File: src/rtl/sap_controller.sv
// -----------------------------------------------------------------------------
// sap_controller
//   Hardwired control unit for a SAP-1 style computer. A six-state one-hot
//   ring counter (T1..T6) sequences fetch (T1-T3) and execute (T4-T6); the
//   control word is a purely combinational decode of the current T-state and
//   the instruction register's upper nibble, so it applies in the same cycle.
//
// Ports
//   clk        in   1   system clock, rising-edge
//   reset      in   1   synchronous, active-high; aborts any instruction
//   run        in   1   sequencing enable; 0 stalls and blanks the control word
//   opcode     in   4   instruction register upper nibble (valid from T4)
//   cw_bus     out 14   control word {Cp,Ep,Lm,CE,Li,Ei,La,Ea,Su,Eu,Lb,Lo,Hlt,Clr}
//   t_state    out  6   one-hot ring counter, bit0=T1 .. bit5=T6
//   halted     out  1   set once HLT executes; cleared only by reset
//   instr_done out  1   last cycle (T6) of an instruction that is advancing
// -----------------------------------------------------------------------------
module sap_controller (
  input  logic        clk,
  input  logic        reset,
  input  logic        run,
  input  logic [3:0]  opcode,
  output logic [13:0] cw_bus,
  output logic [5:0]  t_state,
  output logic        halted,
  output logic        instr_done
);

  // Control word bit positions
  localparam int unsigned BitCp  = 13;
  localparam int unsigned BitEp  = 12;
  localparam int unsigned BitLm  = 11;
  localparam int unsigned BitCe  = 10;
  localparam int unsigned BitLi  = 9;
  localparam int unsigned BitEi  = 8;
  localparam int unsigned BitLa  = 7;
  localparam int unsigned BitEa  = 6;
  localparam int unsigned BitSu  = 5;
  localparam int unsigned BitEu  = 4;
  localparam int unsigned BitLb  = 3;
  localparam int unsigned BitLo  = 2;
  localparam int unsigned BitHlt = 1;
  localparam int unsigned BitClr = 0;

  // One-hot T-state encodings
  localparam logic [5:0] StT1 = 6'b000001;
  localparam logic [5:0] StT2 = 6'b000010;
  localparam logic [5:0] StT3 = 6'b000100;
  localparam logic [5:0] StT4 = 6'b001000;
  localparam logic [5:0] StT5 = 6'b010000;
  localparam logic [5:0] StT6 = 6'b100000;

  // Opcodes
  localparam logic [3:0] OpLda = 4'h0;
  localparam logic [3:0] OpAdd = 4'h1;
  localparam logic [3:0] OpSub = 4'h2;
  localparam logic [3:0] OpOut = 4'hE;
  localparam logic [3:0] OpHlt = 4'hF;

  // Common control words
  localparam logic [13:0] CwNone  = 14'h0000;
  localparam logic [13:0] CwClr   = 14'h0001;
  localparam logic [13:0] CwHlt   = 14'h0002;
  localparam logic [13:0] CwFetch1 = (14'h1 << BitEp) | (14'h1 << BitLm);
  localparam logic [13:0] CwFetch2 = (14'h1 << BitCp);
  localparam logic [13:0] CwFetch3 = (14'h1 << BitCe) | (14'h1 << BitLi);
  localparam logic [13:0] CwAddrLd = (14'h1 << BitEi) | (14'h1 << BitLm);
  localparam logic [13:0] CwMemToA = (14'h1 << BitCe) | (14'h1 << BitLa);
  localparam logic [13:0] CwMemToB = (14'h1 << BitCe) | (14'h1 << BitLb);
  localparam logic [13:0] CwAluAdd = (14'h1 << BitEu) | (14'h1 << BitLa);
  localparam logic [13:0] CwAluSub = (14'h1 << BitSu) | (14'h1 << BitEu) | (14'h1 << BitLa);
  localparam logic [13:0] CwAToOut = (14'h1 << BitEa) | (14'h1 << BitLo);

  logic [5:0]  r_t_state;
  logic        r_halted;
  logic [5:0]  w_t_state_d;
  logic        w_halted_d;
  logic        w_onehot;
  logic [13:0] w_cw;
  logic [13:0] w_exec_cw;

  // Exactly one bit set: non-zero and no second bit.
  assign w_onehot = (r_t_state != 6'b0) && ((r_t_state & (r_t_state - 6'd1)) == 6'b0);

  // ---------------------------------------------------------------------------
  // State register
  // ---------------------------------------------------------------------------
  always_ff @(posedge clk) begin
    if (reset) begin
      r_t_state <= StT1;
      r_halted  <= 1'b0;
    end else begin
      r_t_state <= w_t_state_d;
      r_halted  <= w_halted_d;
    end
  end

  // ---------------------------------------------------------------------------
  // Next-state logic
  // ---------------------------------------------------------------------------
  always_comb begin
    w_t_state_d = r_t_state;
    w_halted_d  = r_halted;
    if (!w_onehot) begin
      // Corrupted ring: restart at T1 regardless of run/halt.
      w_t_state_d = StT1;
    end else if (r_halted) begin
      w_t_state_d = r_t_state;
    end else if (run) begin
      if ((r_t_state == StT4) && (opcode == OpHlt)) begin
        // HLT parks the ring at T4.
        w_halted_d  = 1'b1;
        w_t_state_d = r_t_state;
      end else begin
        w_t_state_d = {r_t_state[4:0], r_t_state[5]};
      end
    end
  end

  // ---------------------------------------------------------------------------
  // Execute-phase decode (T4..T6); opcode is used live, never latched.
  // ---------------------------------------------------------------------------
  always_comb begin
    w_exec_cw = CwNone;
    unique case (opcode)
      OpLda: begin
        if (r_t_state == StT4) w_exec_cw = CwAddrLd;
        if (r_t_state == StT5) w_exec_cw = CwMemToA;
      end
      OpAdd: begin
        if (r_t_state == StT4) w_exec_cw = CwAddrLd;
        if (r_t_state == StT5) w_exec_cw = CwMemToB;
        if (r_t_state == StT6) w_exec_cw = CwAluAdd;
      end
      OpSub: begin
        if (r_t_state == StT4) w_exec_cw = CwAddrLd;
        if (r_t_state == StT5) w_exec_cw = CwMemToB;
        if (r_t_state == StT6) w_exec_cw = CwAluSub;
      end
      OpOut: begin
        if (r_t_state == StT4) w_exec_cw = CwAToOut;
      end
      OpHlt: begin
        if (r_t_state == StT4) w_exec_cw = CwHlt;
      end
      default: w_exec_cw = CwNone; // NOP
    endcase
  end

  // ---------------------------------------------------------------------------
  // Output logic: reset > halted > stall > T-state decode
  // ---------------------------------------------------------------------------
  always_comb begin
    w_cw = CwNone;
    if (reset) begin
      w_cw = CwClr;
    end else if (r_halted) begin
      w_cw = CwHlt;
    end else if (!run) begin
      w_cw = CwNone;
    end else begin
      case (r_t_state)
        StT1:    w_cw = CwFetch1;
        StT2:    w_cw = CwFetch2;
        StT3:    w_cw = CwFetch3;
        StT4,
        StT5,
        StT6:    w_cw = w_exec_cw;
        default: w_cw = CwNone; // illegal ring value drives nothing
      endcase
    end
  end

  assign cw_bus     = w_cw;
  assign t_state    = r_t_state;
  assign halted     = r_halted;
  assign instr_done = !reset && run && !r_halted && (r_t_state == StT6);

endmodule
File: config.mk
export PLATFORM = sky130hd
export DESIGN_NAME = sap_controller
export DESIGN_NICKNAME = d
export VERILOG_FILES = /design/src/rtl/sap_controller.sv
export SDC_FILE = /design/constraint.sdc
export NUM_CORES = 1
export LEC_CHECK = 0
export CAP_MARGIN = 20
export CORE_MARGIN = 4
export CORE_UTILIZATION = 35
export DETAILED_ROUTE_END_ITERATION = 8
export MAX_ROUTING_LAYER = met4
export PLACE_DENSITY = 0.73
export SYNTH_ARGS = -nofsm -noshare
export SYNTH_HDL_FRONTEND = slang
export SYNTH_SLANG_ARGS = --single-unit
File: constraint.sdc
create_clock -name clk -period 1.65 [get_ports clk]
set_input_delay 0.2475 -clock clk [delete_from_list [all_inputs] [get_ports clk]]
set_output_delay 0.2475 -clock clk [all_outputs]
set_load 0.02 [all_outputs]
==> results.sh, run 1 <==
export IMPL_status="complete, but fails checks"
export IMPL_violations="setup timing"
export IMPL_overflow=0
export IMPL_clk_latency_ps=250
export IMPL_setup_worst_path_start_class="register"
export IMPL_path_delay_family="simple AND/OR/NAND/NOR gates"
export IMPL_yosysMostFrequentCell="nand2_1"
export IMPL_vias=869
export IMPL_synthSimpleGateAreaFrac_pct=44.7
export IMPL_cts_inserted_buffers=3
export IMPL_num_antenna_cells=0
export IMPL_fin_crit_ps=2170
export IMPL_die_height_um=49.5
export IMPL_cts_tree="yes"
export IMPL_num_rows=14
export IMPL_peakVddDrop_mv=0.650
export IMPL_required_ps=1400
export IMPL_synthArstFlopShare_pct=0
export IMPL_hold_viol=0
export IMPL_worstMarginPinSlew_ps=376
export IMPL_start_util_pct=38.6
export IMPL_synth_top_family_by_area="simple AND/OR/NAND/NOR gates"
export IMPL_finalNetCount=148
export IMPL_hold_buffers=0
export IMPL_ys_seq_area_share_pct=23.3
export IMPL_core_um2=1560
export IMPL_avgSynthCellArea_um2=7.08
export IMPL_rsz0062_at_grt="yes"
export IMPL_finalSetupViolations=21
export IMPL_grt_pass1_wl_um=4070
export IMPL_hold_path_end="halted"
export IMPL_yosys_warnings=0
export IMPL_portBuffers=28
export IMPL_drc=0
export IMPL_cts_clk_slew_worst_paths_ps=50
export IMPL_drive_above_1_share_pct=61.4
export IMPL_synth_top_area_cell="dfxtp_1"
export IMPL_clkSinkCount=7
export IMPL_clockBufferDepth=2
export IMPL_power_density_nw_per_um2=453
export IMPL_end_kind="primary output"
export IMPL_grt_pass1_vias=872
export IMPL_cts_htree_levels=1
export IMPL_post_route_period_util_pct=132
export IMPL_crit_path_cell_trace="or3_4 > or3_4 > or3_4 > a21oi_4 > buf_6"
export IMPL_slowest_delay_ps=390
export IMPL_cpMaxStageDelayCell="or3_4"
export IMPL_grt_use_total_pct=21.2
export IMPL_place_area_um2=1180
export IMPL_antenna_found_initial=0
export IMPL_crit_fanout=3
export IMPL_io_pins=29
export IMPL_synthMuxAreaShare_pct=1.87
export IMPL_synthXorXnorAreaFrac_pct=2.91
export IMPL_ys_top_cells_by_area="dfxtp_1 (23%), nand2_1 (8.1%), nor4_1 (6.2%)"
export IMPL_worstSetupPathType="reg -> out"
export IMPL_cp_arrival_ps=1930
export IMPL_p_leak_uw=0.000562
export IMPL_r2r_end="t_state[0]"
export IMPL_fin_area_um2=1360
export IMPL_max_freq_mhz=460
export IMPL_syn_nets=92
export IMPL_slew_viol_final=0
export IMPL_drv_cap=0
export IMPL_rrSetupSlack_ps=-210
export IMPL_rr_startpoint="t_state[4]"
export IMPL_drt_iter0_markers=21
export IMPL_fp_dieW_um=49.5
export IMPL_synth_fa_ha_area_share_pct=0
export IMPL_synth_compound_area_share_pct=18.3
export IMPL_grt_max_degree=14
export IMPL_fill_cells=87
export IMPL_rr_worst_depth=6
export IMPL_wl_um=2440
export IMPL_crit_top_cell="or3_4"
export IMPL_ys_flop_type="dfxtp_1"
export IMPL_ys_types=33
export IMPL_whs_path_depth=3
export IMPL_synth_seq_cells=7
export IMPL_fin_util_pct=87.2
export IMPL_place_hpwl_um=1790
export IMPL_synth_area_um2=602
export IMPL_fin_worst_skew_ps=5.36
export IMPL_antenna_left=0
export IMPL_holdCritStartpoint="reset"
export IMPL_synth_common_cells="nand2_1 (13), dfxtp_1 (7), a21oi_1 (6), nor4_1 (6)"
export IMPL_place_congestion=0.780
export IMPL_relSlewSlack_pct=75.0
export IMPL_critPathBufInv=1
export IMPL_min_path_type="in -> reg"
export IMPL_synth_edf_count=0
export IMPL_timing_final_ws_setup_ps=-523
export IMPL_wire_per_inst_um=15.6
export IMPL_areaGrowthSynthToFinish_pct=126
export IMPL_synth_cells=85
export IMPL_die_area_um2=2450
export IMPL_routed_via_density=5.57
export IMPL_synth_top_area_share_pct=23.3
export IMPL_dr_pass1_iters=4
export IMPL_cts_root_buf="clkbuf_4"
[worst max-delay path by stage]
stage	startpoint	to	slack (ps)	cells after the start
after detailed placement	opcode[1]	cw_bus[10]	-960	6
final	t_state[2]	cw_bus[1]	-520	5
after global routing	t_state[2]	cw_bus[1]	-580	5
after CTS	t_state[2]	cw_bus[1]	-530	5
after global placement	opcode[1]	cw_bus[10]	-980	6
after floorplan	t_state[4]	cw_bus[6]	-270	4
[kinds of logic after synthesis]
logic type      Yosys count
compound gates           16
xor+xnor                  2
buf+inv                  12
flops                     7
mux                       1
simple gates             47
[area by class of cell]
| class | instances | area (um2) | share of cell area, % |
|---|---|---|---|
| multi-input combinational | 66 | 641 | 47.1 |
| sequential | 7 | 149 | 11.0 |
| clock buffer | 4 | 26.3 | 1.93 |
| timing repair buffer | 60 | 509 | 37.5 |
| inverter | 3 | 13.8 | 1.01 |
| tap | 16 | 20.0 | 1.47 |
[state kept, by name (all words and copies together), names as in the netlist]
register  count
halted        1
t_state       6
[worst reg2reg max path, stage by stage (launching register included)]
cell       delay (ps)
dfxtp_2           320
buf_6             110
buf_8             120
or3b_4            400
a2111oi_4         450
o21ai_4           150
nand3b_1          180
[cell usage in the layout, fill, tap and decap left out, types with 2 or more instances in the layout]
cell / count
dfxtp_1: 2
nor2_1: 4
nand3b_1: 2
inv_1: 2
a31oi_1: 2
clkbuf_4: 3
buf_4: 36
nand2_1: 12
nand3_1: 2
dlygate4sd2_1: 9
buf_2: 2
nor4_4: 5
or3_4: 3
buf_6: 6
or4_4: 2
a2111oi_4: 2
clkdlybuf4s50_1: 4
buf_8: 2
nor3_1: 3
a21oi_2: 4
dfxtp_2: 4
[per-stage QoR]
stage                     std cells  setup TNS [ps]  setup slack, ps  hold slack (ps)  power [uW]
after floorplan                  85           -1310             -269              309         319
after global placement          144          -12410             -977              623         404
after detailed placement        144          -13090             -961              633         411
after CTS                       151           -3420             -528              537         597
after global routing            156           -5620             -583              576         652
final                           156           -4240             -523              552         615
[layer usage]
| layer | up-vias | track usage (%) | share of wire [%] |
|---|---|---|---|
| li1 | 418 | - | - |
| met1 | 421 | 24.0 | 40 |
| met2 | 30 | 39.1 | 54 |
| met3 | 0 | 5.72 | 5.5 |
| met4 | 0 | 0.922 | 0 |
| met5 | - | - | 0 |
[where the power goes]
group / switching (uW) / internal, uW / leakage, uW
sequential: 5.20 / 177 / 0.0000587
combinational: 142 / 140 / 0.000488
clock: 59.0 / 92.0 / 0.0000150
[repair_timing]
item / CTS / global route
pin swaps: 8 / 7
setup endpoints to repair: 25 / 22
resized for setup: 102 / 13
buffers inserted: 3 / 7
No activity file was read; power rests on OpenSTA's default activity.
==> inputs of run 2 (changes only) <==
- TNS_END_PERCENT: not set -> 5
==> results.sh, run 2 (synthesized netlist as in run 1, its figures left out) <==
export IMPL_setup_worst_path_start_class="register"
export IMPL_die_area_um2=2450
export IMPL_drv_cap=0
export IMPL_final_cells=149
export IMPL_hold_viol=0
export IMPL_peakVddDrop_mv=0.417
export IMPL_place_congestion=0.903
export IMPL_mostFrequentLayoutCells="buf_4 (33), nand2_1 (13), dlygate4sd2_1 (7)"
export IMPL_status="complete, but fails checks"
export IMPL_post_route_period_util_pct=134
export IMPL_grt_pass1_vias=862
export IMPL_routed_via_density=5.79
export IMPL_cts_setup_buffers=0
export IMPL_crit_path_cell_trace="or3_4 > or3_4 > or3_4 > a21oi_4 > buf_6"
export IMPL_worstMarginPinSlew_ps=297
export IMPL_wl_um=2510
export IMPL_r2r_end="t_state[0]"
export IMPL_slowest_delay_ps=390
export IMPL_overflow=0
export IMPL_drive_above_1_share_pct=54.9
export IMPL_place_area_um2=1130
export IMPL_drt_iter0_markers=42
export IMPL_clockBufferDepth=2
export IMPL_grt_max_degree=13
export IMPL_clkSinkCount=7
export IMPL_cts_tree="yes"
export IMPL_num_rows=14
export IMPL_dp_cells=145
export IMPL_core_um2=1560
export IMPL_fin_crit_ps=2210
export IMPL_num_antenna_cells=0
export IMPL_crit_top_cell="or3_4"
export IMPL_areaGrowthSynthToFinish_pct=102
export IMPL_rr_worst_depth=6
export IMPL_fill_cells=114
export IMPL_power_density_nw_per_um2=491
export IMPL_vias=862
export IMPL_largest_reg_flops=6
export IMPL_cts_inserted_buffers=3
export IMPL_crit_path_end="cw_bus[1]"
export IMPL_fin_area_um2=1220
export IMPL_finalNetCount=141
export IMPL_violations="setup timing"
export IMPL_rsz0062_at_grt="yes"
export IMPL_dr_pass1_iters=4
export IMPL_layout_commonest_cell="buf_4"
export IMPL_path_delay_family="simple AND/OR/NAND/NOR gates"
export IMPL_p_seq_share_pct=30.7
export IMPL_critPathBufInv=1
export IMPL_max_freq_mhz=453
export IMPL_p_leak_uw=0.000534
export IMPL_p_switching_uw=206
export IMPL_fp_dieW_um=49.5
export IMPL_hold_buffers=0
export IMPL_cpMaxStageDelayCell="or3_4"
export IMPL_place_hpwl_um=1640
export IMPL_cts_htree_levels=1
export IMPL_timing_final_ws_setup_ps=-558
export IMPL_drc=0
export IMPL_slew_viol_final=0
export IMPL_relSlewSlack_pct=80.2
export IMPL_wire_per_inst_um=16.9
export IMPL_grt_use_total_pct=20.5
export IMPL_startpoint="t_state[2]"
export IMPL_p_sw_share_pct=34.5
export IMPL_cp_arrival_ps=1960
export IMPL_clk_latency_ps=260
export IMPL_worstSetupPathType="reg -> out"
export IMPL_cts_clk_slew_worst_paths_ps=60
export IMPL_antenna_found_initial=0
export IMPL_required_ps=1400
export IMPL_rr_startpoint="t_state[4]"
export IMPL_cts_root_buf="clkbuf_4"
export IMPL_start_util_pct=38.6
export IMPL_end_kind="primary output"
export IMPL_die_height_um=49.5
export IMPL_finalSetupViolations=18
export IMPL_antenna_left=0
export IMPL_io_pins=29
export IMPL_min_path_type="in -> reg"
export IMPL_p_comb_share_pct=41.2
export IMPL_internal_power_uw=391
export IMPL_pwr_share_clk_pct=28.1
export IMPL_rrSetupSlack_ps=-40
export IMPL_path_depth=5
export IMPL_fin_worst_skew_ps=9.39
export IMPL_crit_fanout=3
export IMPL_portBuffers=28
export IMPL_grt_pass1_wl_um=3970
## run 2: changes by cell type in the layout (fill, tap and decap cells not counted), moves of 2 or more
cell	previous run	this run
a21oi_1	1	5
a21oi_2	4	0
buf_6	6	4
buf_4	36	33
nor3_2	1	3
dlygate4sd2_1	9	7
nor4_2	1	4
dlymetal6s2s_1	1	3
nor4_4	5	2
## run 2: worst min-delay path: stages
cell and delay (ps):
dlygate4sd2_1 260, nand2b_4 100, nand2_1 70, a21oi_1 50
## run 2: cell type report
cell class                      count  area (um2)  share of cell area [%]
Clock buffer                        4        26.3                    2.16
Inverter                            3        11.3                   0.926
Multi-Input combinational cell     66         557                    45.8
Sequential cell                     7         150                    12.3
Tap cell                           16        20.0                    1.65
Timing Repair Buffer               53         452                    37.1
## run 2: power groups by stage
stage	clock network (uW)	registers (uW)	logic (uW)
after floorplan	0	194	106
after global placement	0	183	212
after detailed placement	0	184	216
after CTS	152	180	232
after global routing	179	185	262
final	168	184	246
## run 2: timing repair
item,4_1_cts,5_1_grt
setup endpoints to repair,25,24
pin swaps,11,4
gates resized for setup,89,19
## run 2: how the worst min path moves through the flow
stage | from | end | slack [ps] | cells past startpoint
after floorplan | reset | halted | 310 | 1
after global placement | t_state[0] | t_state[1] | 610 | 3
after detailed placement | halted | t_state[4] | 620 | 3
after CTS | run | t_state[4] | 540 | 4
after global routing | run | t_state[4] | 570 | 4
final | run | t_state[4] | 530 | 4
## run 2: layer usage
layer	GRT usage (%)	vias up	part of all wire [%]
li1	-	408	-
met3	2.41	6	5.0
met1	25.6	413	42
met4	4.15	0	1.4
met5	-	-	0
met2	35.5	35	51
## run 2: through the flow
step           utilization, %  setup TNS (ps)  power, uW  hold slack, ps  worst slack, ps
6_report                 78.0           -3570        597             530             -558
5_1_grt                  78.0           -5080        626             565             -598
4_1_cts                  75.1           -3370        564             538             -534
3_5_place_dp             72.8          -12560        399             624             -981
3_3_place_gp             72.8          -12280        395             608             -951
2_1_floorplan               -           -2690        300             309             -269
